File: src/rtl/y_pipe_reg.sv
// y_pipe_reg: elastic DEPTH-stage pipeline for ALU Y results.
// Valid/ready handshake on both sides, synchronous flush and a registered
// occupancy count. Stalled stages hold their contents. A stage only moves
// forward when the stage ahead of it can take the result, so nothing is
// dropped or duplicated.
module y_pipe_reg #(
  parameter int WIDTH = 32,
  parameter int DEPTH = 2
) (
  input  logic                       clk,
  input  logic                       rst,
  input  logic                       flush,
  input  logic                       in_valid,
  output logic                       in_ready,
  input  logic [WIDTH-1:0]           in_data,
  output logic                       out_valid,
  input  logic                       out_ready,
  output logic [WIDTH-1:0]           out_data,
  output logic [$clog2(DEPTH+1)-1:0] occupancy
);

  localparam int CNT_W = $clog2(DEPTH+1);

  logic [WIDTH-1:0] data_q    [DEPTH];
  logic [DEPTH-1:0] v_q;
  logic [DEPTH-1:0] rdy;
  logic [DEPTH-1:0] prev_v;
  logic [WIDTH-1:0] prev_data [DEPTH];
  logic             in_fire;
  logic             out_fire;

  // Ready chain: a stage can load if it is empty or everything ahead of it can move.
  always_comb begin
    logic chain;
    chain = !v_q[DEPTH-1] | out_ready;
    rdy   = '0;
    rdy[DEPTH-1] = chain;
    for (int i = DEPTH-2; i >= 0; i--) begin
      chain  = !v_q[i] | chain;
      rdy[i] = chain;
    end
  end

  // Source of each stage: upstream input for stage 0, the previous stage otherwise.
  always_comb begin
    prev_v       = '0;
    prev_v[0]    = in_valid;
    prev_data[0] = in_data;
    for (int i = 1; i < DEPTH; i++) begin
      prev_v[i]    = v_q[i-1];
      prev_data[i] = data_q[i-1];
    end
  end

  assign in_ready  = rdy[0] & !flush;
  assign out_valid = v_q[DEPTH-1];
  assign out_data  = data_q[DEPTH-1];
  assign in_fire   = in_valid & in_ready;
  assign out_fire  = out_valid & out_ready;

  // Stage registers: flush clears the valids only; data is captured only from a valid source.
  always_ff @(posedge clk or negedge rst) begin
    if (!rst) begin
      v_q <= '0;
      for (int i = 0; i < DEPTH; i++) begin
        data_q[i] <= '0;
      end
    end else if (flush) begin
      v_q <= '0;
    end else begin
      for (int i = 0; i < DEPTH; i++) begin
        if (rdy[i]) begin
          v_q[i] <= prev_v[i];
          if (prev_v[i]) begin
            data_q[i] <= prev_data[i];
          end
        end
      end
    end
  end

  // Occupancy tracks accepted minus emitted results; a simultaneous accept and emit leaves it unchanged.
  always_ff @(posedge clk or negedge rst) begin
    if (!rst) begin
      occupancy <= '0;
    end else if (flush) begin
      occupancy <= '0;
    end else begin
      case ({in_fire, out_fire})
        2'b10:   occupancy <= occupancy + CNT_W'(1);
        2'b01:   occupancy <= occupancy - CNT_W'(1);
        default: occupancy <= occupancy;
      endcase
    end
  end

endmodule
File: config.mk
export PLATFORM = sky130hd
export DESIGN_NAME = y_pipe_reg
export DESIGN_NICKNAME = d
export VERILOG_FILES = /design/src/rtl/y_pipe_reg.sv
export SDC_FILE = /design/constraint.sdc
export NUM_CORES = 1
export LEC_CHECK = 0
export BUFFER_PORTS_ARGS = -buffer_cell sky130_fd_sc_hd__buf_2
export CAP_MARGIN = 30
export CELL_PAD_IN_SITES_DETAIL_PLACEMENT = 1
export CELL_PAD_IN_SITES_GLOBAL_PLACEMENT = 2
export CORE_AREA = 2 2 90 92
export CTS_CLUSTER_SIZE = 10
export DETAILED_ROUTE_END_ITERATION = 6
export DIE_AREA = 0 0 92 94
export PLACE_DENSITY = 0.88
export SETUP_SLACK_MARGIN = 0.4
export SKIP_LAST_GASP = 1
export SLEW_MARGIN = 20
export SYNTH_ARGS = -nofsm -noshare
export SYNTH_HDL_FRONTEND = slang
export SYNTH_SLANG_ARGS = --single-unit
File: constraint.sdc
create_clock -name clk -period 2.6 [get_ports clk]
set_clock_uncertainty 0.15 [all_clocks]
set_input_delay 0.13 -clock clk [delete_from_list [all_inputs] [get_ports clk]]
set_output_delay 0.13 -clock clk [all_outputs]
set_load 0.05 [all_outputs]
## After elaboration in Yosys (flattened, before gate mapping)

Cells that the tools add are included.
Widths: inputs -> output; s select.

| operators by class | value |
|---|---|
| add/subtract/negate cells | 2 |
| equality and inequality tests | 2 |
| muxes and demuxes | 5 |
| bitwise logic cells | 6 |
| reductions and logical operators | 8 |

Operators by type and width:

| kind | number |
|---|---|
| $reduce_and 3->1 | 2 |
| $mux 2 | 2 |
| $pmux 2 s2 | 1 |
| $reduce_bool 2->1 | 2 |
| $and 1x1->1 | 3 |
| $logic_not 1->1 | 3 |
| $reduce_bool 3->1 | 1 |
| $add 2x1->2 const B | 1 |
| $eq 2x1->1 const B | 1 |
| $eq 2x2->1 const B | 1 |
| $mux 1 | 2 |
| $or 1x1->1 | 2 |
| $sub 2x1->2 const B | 1 |
| $not 1->1 | 1 |

| storage, ports and cells | value |
|---|---|
| flip-flop bits (word level) | 68 |
| input port bits | 37 |
| output and inout port bits | 36 |

## Depth between registers and ports, before layout

| depth | value |
|---|---|
| depth after elaboration | 8 |
| mapped depth | 5 |
| depth with buffers taken out | 3 |

## Least setup slack after synthesis

No wires, ideal clock.

| timing path | value |
|---|---|
| path type | register to register |
| start | register v_q[1] |
| end | register data_q (netlist bit out_data[10]) |
| arrival | 1.637 ns |
| setup slack | 0.688 ns |
| stages on the path, launching flop included | 5 |
| buffers on the path | 1 |
| cell sequence | dfrtp_1 > nor2b_2 > nor3b_4 > buf_6 > mux2_2 |

| on the way | value |
|---|---|
| cells in the longest elaborated chain, start to end | 3 |

Ends and longest elaborated chain:

| what | line | source |
|---|---|---|
| start: declaration | 25 | `logic [DEPTH-1:0] v_q;` |
| start signal: indexed assignment | 73 | `v_q[i] <= prev_v[i];` |
| $logic_not 1->1 | 35 | `chain = !v_q[DEPTH-1] \| out_ready;` |
| $or 1x1->1 | 35 |  |
| $reduce_and 3->1 (no line) | n/a |  |
| end signal: indexed assignment | 75 | `data_q[i] <= prev_data[i];` |
| end: declaration | 24 | `logic [WIDTH-1:0] data_q [DEPTH];` |

No other way between the ends.
A chain may end at the register's enable or synchronous reset.

## Worst setup path after layout

| timing path | value |
|---|---|
| start | input flush |
| end | register data_q[49] in the netlist's numbering |

| on the way | value |
|---|---|
| cells in the longest elaborated chain, start to end | 2 |

Ends and longest elaborated chain:

| what | line | source |
|---|---|---|
| start: declaration | 12 | `input logic flush,` |
| $not 1->1 (no line) | n/a |  |
| $reduce_and 3->1 (no line) | n/a |  |

No other way between the ends.

==> metrics.cfg <==
[outcome]
run_status=finished, final reports clean

[global_route]
track_usage_pct=13.8
grt_max_degree=69
antenna_violations_before_repair=0
first_global_vias=1889
grt_first_pass_wirelength_mm=9.00
grt.overflow.total=0

[finish]
multi_input_comb_area_sq_um=880
design.final.nets=313
final-seq-area_sq_mm=0.00170
syn2layout_area_growth_pct=26.2
layout-drive-gt1-share_pct=55.2
layout_common_cells=buf_2 (71), dfrtp_1 (68), mux2_2 (62)
antenna_cells=0
layout_commonest_cell=buf_2
filler_cell_count=807

[detailed_routing]
first_iter_violations=33
drcViolationCount=0
routed_wirelength_mm=5.49
avgRoutedWirePerCell_um=14.3
avgViaCountPerCell=4.54
ant_nets=0
firstDrtPassIters=3
routed-via-count=1739

[logic_synthesis]
yosys_warnings=0
ys_seq_elements=68
netlist_area_sq_mm=0.00289
syn-num-nets=230
netlist-cell-type-count=20
synth.yosys.seq_area_share_pct=58.8
syn-instance-count=193
post_synth.cell_area_avg_sq_um=15.0

[placed_design]
placement.io_buffers=72
gpl.final_weighted_congestion=0.640
dpl.hpwl_mm=3.52

[timing]
period_needed_ns=1.85
timing.setup.tns_ns=0
worst-slew-pin-transition_ns=0.844
slew_headroom_pct=43.8
max_clock_freq_ghz=0.540
unrepaired_setup_endpoints_after_global_routing=no
finalSetupViolations=0
crit_share_post_route_pct=71.2
timing_hold_violations_final=0
hold-worst-slack_ns=0.0260
final-max-slew-violation-count=0

[die]
number_of_rows_in_the_core_area=32
fp.dieW_um=92
floorplan.initialDensity_pct=38.0
die_h_um=94
core_region_area_sq_mm=0.00761
top_level_ports=73
floorplan.die_area_sq_mm=0.00865

[clock_network]
root_buffer=clkbuf_8
clock_sinks=68
tritoncts_clock_tree=done
clk_pin_slew_worst_paths_ns=0.07
post_cts_buffers=0
clkLatencyLatePin_ns=0.34
htree_levels=3
cts-root-to-sink-buffers=2
cts-buffers-inserted=9

[pwr]
power_per_cell_area_mw_per_mm2=910
power.ir.vdd_worst_v=0.000465
power.share.combinational_pct=32.7
static-leakage-power_uw=0.00168
net-switching-power_uw=1250
power.switching_fraction_pct=37.6
share_clk_of_total_power_pct=25.0
p_int_uw=2070
p_seq_share_pct=42.3

[worst_hold_path]
min_path_type=input pin to flip-flop

[worst_setup_path]
critical_path.endpoint_type=flip-flop
timing.setup.critical_path_class=input pin to flip-flop
crit_arrival_ns=1.93
worstPathRequired_ns=2.67
critical_path_fanout_max=17
worst_setup_path_start_kind=input pin

[flow_run]
max-cap-violations=0

through the flow:
| stage | setup WS (ns) | util (%) | instances | cell area, sq um | total power (uW) |
|---|---|---|---|---|---|
| floorplan | 0.688 | - | 193 | 2890 | 2430 |
| global placement | 0.851 | 40.8 | 331 | 3110 | 2450 |
| CTS | 0.727 | 48.0 | 383 | 3650 | 3370 |
| finish | 0.748 | 48.0 | 383 | 3650 | 3320 |
| global route | 0.634 | 48.0 | 383 | 3650 | 3480 |
| detailed placement | 0.769 | 40.8 | 331 | 3110 | 2480 |
state kept, by name, indices dropped and copies added (netlist names):
name       count
data_q        32
occupancy      2
out_data      32
v_q            2
critical path: stages:
cell and delay (ns):
dlygate4sd3_1 0.53, buf_2 0.18, nor2b_2 0.22, nand2_2 0.30, buf_12 0.27, mux2_2 0.28
cell usage after synthesis (all sizes together):
cell type  number  area (sq um)
a211oi          1          7.51
a21boi          1          7.51
a31oi           1          6.26
and3b           2          17.5
buf            39           313
dfrtp          68          1700
mux2           65           732
nand2           1          6.26
nand3b          1          7.51
nor2            6          22.5
nor2b           3          23.8
nor3b           2          26.3
nor4bb          1          10.0
o211ai          1          7.51
o21ai           1          5.00
cell type report:
cell class              count  area share [%]
flip-flops and latches     68            46.6
well taps                 102            3.50
clock inverters             5            1.44
repair buffers            111            20.8
clock buffers              11            3.60
multi-input cells          86            24.1
kinds of logic after synthesis:
family | count (synthesis) | synth area share [%]
AO/OA/AOI/OAI | 5 | 1.17
multiplexers | 65 | 25.3
buffers and inverters | 39 | 10.8
AND/OR/NAND/NOR | 16 | 3.94
flip-flops | 68 | 58.8
power groups by stage:
stage,Clock [uW],Sequential (uW),Combinational (uW)
after floorplan,0,1400,1030
after global placement,0,1410,1030
after detailed placement,0,1430,1060
after CTS,862,1410,1100
after global routing,897,1440,1140
final,830,1400,1090
path summary, 6_finish.rpt:
check                             start            to  slack, ns  cells after the start
setup / recovery                  flush    data_q[49]       0.75                      6
hold / removal                out_ready        v_q[1]       0.03                      4
setup reg to reg                 v_q[1]    data_q[49]       0.76                      4
hold reg to reg            out_data[11]  out_data[11]       0.33                      1
max in group asynchronous           rst    data_q[56]       1.46                      2
min in group asynchronous           rst   out_data[5]       0.28                      2
routing by layer:
layer  up-vias  GRT usage [%]  wire length (um)
met3        11           3.37               231
met2        46           25.4              2950
li1        796              -                 -
met4         0           7.46               111
met5         -              0                 0
met1       886           14.5              2200
what timing repair did:
action	CTS	global route
endpoints found under the setup margin	0	0
hold endpoints to repair	103	0
hold buffers	36	0
gates resized for setup	0	0
(Power assumes the default switching activity.)
